**config.mk**
```make
export PLATFORM = sky130hd
export DESIGN_NAME = countdown_timer_flat
export DESIGN_NICKNAME = d
export VERILOG_FILES = /design/src/rtl/countdown_timer_if.sv /design/src/rtl/countdown_timer.sv /design/src/flat_wrapper.sv
export SDC_FILE = /design/constraint.sdc
export NUM_CORES = 1
export LEC_CHECK = 0
export CORE_MARGIN = 2
export CORE_UTILIZATION = 52
export DETAILED_ROUTE_END_ITERATION = 16
export PLACE_DENSITY_LB_ADDON = 0.08
export SETUP_SLACK_MARGIN = 0.05
export SKIP_LAST_GASP = 1
export SYNTH_ARGS = -nofsm -noshare
export SYNTH_HDL_FRONTEND = slang
export SYNTH_SLANG_ARGS = --single-unit
```
**constraint.sdc**
```tcl
create_clock -name clk -period 3.3 [get_ports clk]
set_input_delay 0.495 -clock clk [delete_from_list [all_inputs] [get_ports clk]]
set_output_delay 0.495 -clock clk [all_outputs]
set_load 0.05 [all_outputs]
```
**src/rtl/countdown_timer_if.sv**
```systemverilog
// Register-side and control-FSM-side signals of the countdown timer.
// The register block/FSM drives through master; the timer itself uses slave.
interface countdown_timer_if #(
  parameter int CNT_W = 16,
  parameter int PRE_W = 8
);
  logic             load;
  logic [CNT_W-1:0] period;
  logic [PRE_W-1:0] prescale;
  logic             run;
  logic             auto_reload;
  logic             trigger;
  logic             enable;
  logic             complete;
  logic [CNT_W-1:0] count;

  modport master (
    output load, period, prescale, run, auto_reload, trigger,
    input  enable, complete, count
  );

  modport slave (
    input  load, period, prescale, run, auto_reload, trigger,
    output enable, complete, count
  );
endinterface

```
**src/rtl/countdown_timer.sv**
```systemverilog
// Programmable prescaled down-counter producing enable/complete for the timer
// control FSM; the FSM's trigger acknowledges expiry and may auto-reload.
module countdown_timer #(
  parameter int CNT_W = 16,
  parameter int PRE_W = 8
) (
  input  logic               clk,
  input  logic               reset,
  countdown_timer_if.slave   tmr_if
);

  typedef enum logic [1:0] {
    S_IDLE    = 2'd0,
    S_PAUSE   = 2'd1,
    S_RUN     = 2'd2,
    S_EXPIRED = 2'd3
  } state_t;

  localparam logic [CNT_W-1:0] CNT_ZERO = {CNT_W{1'b0}};
  localparam logic [CNT_W-1:0] CNT_ONE  = {{(CNT_W-1){1'b0}}, 1'b1};
  localparam logic [PRE_W-1:0] PRE_ZERO = {PRE_W{1'b0}};
  localparam logic [PRE_W-1:0] PRE_ONE  = {{(PRE_W-1){1'b0}}, 1'b1};

  state_t           r_state;
  logic [CNT_W-1:0] r_count;
  logic [CNT_W-1:0] r_reload;
  logic [PRE_W-1:0] r_pre_cnt;
  logic             r_enable;
  logic             r_complete;
  logic             w_tick;

  // >= rather than == so a prescale lowered mid-count cannot strand the divider
  assign w_tick = (r_pre_cnt >= tmr_if.prescale);

  // State, counters and registered enable/complete, all updated together
  always_ff @(posedge clk) begin
    if (reset) begin
      r_state    <= S_IDLE;
      r_count    <= CNT_ZERO;
      r_reload   <= CNT_ZERO;
      r_pre_cnt  <= PRE_ZERO;
      r_enable   <= 1'b0;
      r_complete <= 1'b0;
    end else if (tmr_if.load) begin
      r_reload   <= tmr_if.period;
      r_count    <= tmr_if.period;
      r_pre_cnt  <= PRE_ZERO;
      r_enable   <= 1'b0;
      r_complete <= 1'b0;
      r_state    <= (tmr_if.period == CNT_ZERO) ? S_IDLE : S_PAUSE;
    end else begin
      case (r_state)
        S_IDLE: begin
          r_enable   <= 1'b0;
          r_complete <= 1'b0;
        end
        S_PAUSE: begin
          if (tmr_if.run) begin
            r_state  <= S_RUN;
            r_enable <= 1'b1;
          end else begin
            r_enable <= 1'b0;
          end
          r_complete <= 1'b0;
        end
        S_RUN: begin
          if (!tmr_if.run) begin
            r_state  <= S_PAUSE;
            r_enable <= 1'b0;
          end else if (w_tick) begin
            r_pre_cnt <= PRE_ZERO;
            if (r_count <= CNT_ONE) begin
              // saturate at zero; the 1->0 step is the expiry
              r_count    <= CNT_ZERO;
              r_state    <= S_EXPIRED;
              r_enable   <= 1'b0;
              r_complete <= 1'b1;
            end else begin
              r_count <= r_count - CNT_ONE;
            end
          end else begin
            r_pre_cnt <= r_pre_cnt + PRE_ONE;
          end
        end
        S_EXPIRED: begin
          if (tmr_if.trigger) begin
            r_complete <= 1'b0;
            if (tmr_if.auto_reload) begin
              r_count  <= r_reload;
              r_state  <= tmr_if.run ? S_RUN : S_PAUSE;
              r_enable <= tmr_if.run;
            end else begin
              r_state  <= S_IDLE;
              r_enable <= 1'b0;
            end
          end else begin
            r_complete <= 1'b1;
            r_enable   <= 1'b0;
          end
        end
        default: begin
          r_state    <= S_IDLE;
          r_count    <= CNT_ZERO;
          r_pre_cnt  <= PRE_ZERO;
          r_enable   <= 1'b0;
          r_complete <= 1'b0;
        end
      endcase
    end
  end

  assign tmr_if.enable   = r_enable;
  assign tmr_if.complete = r_complete;
  assign tmr_if.count    = r_count;

endmodule
```
**src/flat_wrapper.sv**
```systemverilog
// flat-port wrapper written by rule: the top's interface ports become plain ports
module countdown_timer_flat 
#(
  parameter int CNT_W = 16,
  parameter int PRE_W = 8
)
  (clk, reset, tmr_if_load, tmr_if_period, tmr_if_prescale, tmr_if_run, tmr_if_auto_reload, tmr_if_trigger, tmr_if_enable, tmr_if_complete, tmr_if_count);
  countdown_timer_if #(.CNT_W(CNT_W), .PRE_W(PRE_W)) tmr_if_i ();
  input  logic clk;
  input  logic reset;
  input wire logic [$bits(tmr_if_i.load)-1:0] tmr_if_load;
  input wire logic [$bits(tmr_if_i.period)-1:0] tmr_if_period;
  input wire logic [$bits(tmr_if_i.prescale)-1:0] tmr_if_prescale;
  input wire logic [$bits(tmr_if_i.run)-1:0] tmr_if_run;
  input wire logic [$bits(tmr_if_i.auto_reload)-1:0] tmr_if_auto_reload;
  input wire logic [$bits(tmr_if_i.trigger)-1:0] tmr_if_trigger;
  output wire logic [$bits(tmr_if_i.enable)-1:0] tmr_if_enable;
  output wire logic [$bits(tmr_if_i.complete)-1:0] tmr_if_complete;
  output wire logic [$bits(tmr_if_i.count)-1:0] tmr_if_count;
  assign tmr_if_i.load = tmr_if_load;
  assign tmr_if_i.period = tmr_if_period;
  assign tmr_if_i.prescale = tmr_if_prescale;
  assign tmr_if_i.run = tmr_if_run;
  assign tmr_if_i.auto_reload = tmr_if_auto_reload;
  assign tmr_if_i.trigger = tmr_if_trigger;
  assign tmr_if_enable = tmr_if_i.enable;
  assign tmr_if_complete = tmr_if_i.complete;
  assign tmr_if_count = tmr_if_i.count;
  countdown_timer #(.CNT_W(CNT_W), .PRE_W(PRE_W)) u_core (.clk(clk), .reset(reset), .tmr_if(tmr_if_i));
endmodule
```
==> flow_summary.json <==
{
  "ioPinCount": 48,
  "setup_viol": 0,
  "cts-resized-gates": 0,
  "die_y_um": 73.63,
  "cts_buffers": 5,
  "ys_seq_elements": 44,
  "power_density_mw_per_mm2": 428.4,
  "yosys.area.top_type_share_pct": 34.94,
  "n_antenna_cell": 0,
  "clk_path_buf_depth": 2,
  "status": "finished, final reports clean",
  "synth_top_cell_by_area": "dfxtp_1",
  "grt_antenna_before_repair": 0,
  "timing.setup.tns_ns": 0,
  "finalWirelength_mm": 6.616,
  "drc_errors": 0,
  "clkSlewWorstSetupHoldPaths_ns": 0.09,
  "fin_skew_ns": 0.008616,
  "ir_drop_mv": 0.3223,
  "dieArea_mm2": 0.005421,
  "dp_hpwl_mm": 4.912,
  "ys_seq_area_share_pct": 34.94,
  "r2r_slack_ns": 0.72,
  "rsz0062_at_grt": "false",
  "power.leakage_nw": 1.254,
  "drt_iter0_drc": 176,
  "area_growth_pct": 25.01,
  "hold_viol_final": 0,
  "first_pass_iters": 5,
  "synth_area_mm2": 0.002521,
  "ant_nets": 0,
  "worstPathRequired_ns": 3.47,
  "insertion_delay_ns": 0.30,
  "fin_crit_ns": 2.655,
  "nNetsFinal": 407,
  "wl_per_cell_um": 15.71,
  "drive_gt1_share_pct": 5.450,
  "slew-limit-headroom_pct": 45.94,
  "grt_pass1_wl_mm": 10.96,
  "synth_cells": 322,
  "critPathLaunchType": "input pin",
  "vias_per_cell": 5.990,
  "crit_type": "in -> reg",
  "max_cap_viol_count": 0,
  "placementRows": 25,
  "cts-htree-levels": 2,
  "ys_types": 46,
  "yosys_warnings": 0,
  "grt_max_degree": 27,
  "placed_cell_area_mm2": 0.003040,
  "dieWidth_um": 73.63,
  "core_area_mm2": 0.004692,
  "yosys_most_used_dff": "dfxtp_1",
  "cts_tree": "yes",
  "port_buffers": 47,
  "end_kind": "flop",
  "postCtsHoldBufs": 0,
  "worst_pin_slew_ns": 0.8080,
  "synth_nets": 363,
  "drv_slew": 0,
  "cts_setup_buffers": 0,
  "clock.fmax_mhz": 376.7,
  "arrival_ns": 2.83,
  "grtUsageTotal_pct": 26.01,
  "cts_sinks": 44,
  "worstHoldPathType": "reg -> reg",
  "vias": 2522,
  "fin_crit_sh_pct": 80.45,
  "grt_pass1_vias": 2327,
  "globalplace.congestion": 0.8864,
  "initial_core_util_pct": 53.73,
  "crit_fanout": 14,
  "synth_edf_count": 0,
  "final_area_mm2": 0.003152,
  "overflow": 0,
  "root_buffer": "clkbuf_8",
  "synthArstFlopShare_pct": 0,
  "synth_area_leaders": "dfxtp_1, mux2i_1, nand2_1",
  "syn_area_per_cell_um2": 7.830
}
## metrics by stage
step | instances | setup slack (ns) | total power [mW] | utilization [%] | hold WS [ns]
5_1_grt | 421 | 0.4268 | 1.410 | 67.17 | 0.4896
4_1_cts | 421 | 0.6660 | 1.352 | 67.17 | 0.4693
3_3_place_gp | 413 | 0.3730 | 0.9358 | 64.80 | 0.4515
3_5_place_dp | 413 | 0.3605 | 0.9384 | 64.80 | 0.4556
2_1_floorplan | 322 | 0.7299 | 0.8253 | - | 0.4456
6_report | 421 | 0.6451 | 1.350 | 67.17 | 0.4765
## cells in the mapped netlist, types with 5 or more instances
cell type,n
a211oi_1,5
a21oi_1,23
and3_1,6
clkbuf_1,12
dfxtp_1,44
ha_1,11
inv_1,16
mux2i_1,15
nand2_1,40
nand3_1,7
nand4_1,7
nor2_1,37
nor3_1,9
nor4_1,6
o211ai_1,5
o21ai_0,9
o22ai_1,10
xor2_1,6
## final cells by class
| class | instances | area [um2] |
|---|---|---|
| clock buffer | 5 | 68.82 |
| clock inverter | 3 | 42.54 |
| fill | 434 | 1540 |
| inverter | 16 | 60.06 |
| multi-input combinational | 245 | 1509 |
| sequential | 44 | 880.8 |
| tap | 54 | 67.56 |
| timing repair buffer | 54 | 523.0 |
## critical path: stages
cell and delay, ns:
clkdlybuf4s50_1 0.45, inv_1 0.04, ha_1 0.29, a211oi_1 0.22
o21ai_0 0.14, a2111o_1 0.42, o211ai_1 0.12, a21o_1 0.48
o32ai_1 0.17
## cells by family (layout without fill, tap and decap cells)
| kind of cell | after synthesis | count (layout) | synth area share [%] |
|---|---|---|---|
| buffers and inverters | 33 | 78 | 5.211 |
| AOI/OAI and AO/OA | 76 | 76 | 19.70 |
| muxes | 15 | 15 | 5.955 |
| and+or+nand+nor | 137 | 137 | 26.65 |
| adders and majority gates | 11 | 11 | 5.459 |
| xor gates and xnor gates | 6 | 6 | 2.084 |
| DFF | 44 | 44 | 34.94 |
## worst paths after layout
check / startpoint / end / cells past startpoint
setup / recovery: tmr_if_prescale[2] / u_core.tmr_if.count[11] / 9
hold / removal: u_core.r_reload[14] / u_core.r_reload[14] / 2
setup reg to reg: u_core.tmr_if.count[0] / u_core.tmr_if.count[2] / 8
hold reg to reg: u_core.r_reload[14] / u_core.r_reload[14] / 2
## state kept, by name, summed over array words and instances (netlist names)
signal                  count
u_core.tmr_if.count        16
u_core.tmr_if.enable        1
u_core.tmr_if.complete      1
u_core.r_reload            16
u_core.r_state              2
u_core.r_pre_cnt            8
## per-layer routing
| metal | global-route usage, % | part of all wire (%) | vias to the layer above |
|---|---|---|---|
| met4 | 7.677 | 1.0 | 0 |
| met2 | 38.19 | 43 | 90 |
| li1 | - | - | 1254 |
| met3 | 5.075 | 6.4 | 7 |
| met5 | 0 | 0 | - |
| met1 | 38.51 | 49 | 1171 |
## power breakdown
group | internal [mW] | switching (mW)
Sequential | 0.557 | 0.0297
Clock | 0.224 | 0.195
Combinational | 0.141 | 0.203
Total | 0.922 | 0.428
## layout by cell type, fill, tap and decap left out, types with 7 or more instances in the layout
master	netlist	layout
a21oi_1	23	23
buf_4	0	7
clkdlybuf4s50_1	0	47
dfxtp_1	44	44
ha_1	11	11
inv_1	16	16
mux2i_1	15	15
nand2_1	40	40
nand3_1	7	7
nand4_1	7	7
nor2_1	37	37
nor3_1	9	9
o21ai_0	9	9
o22ai_1	10	10
No activity file was read; power rests on OpenSTA's default activity.
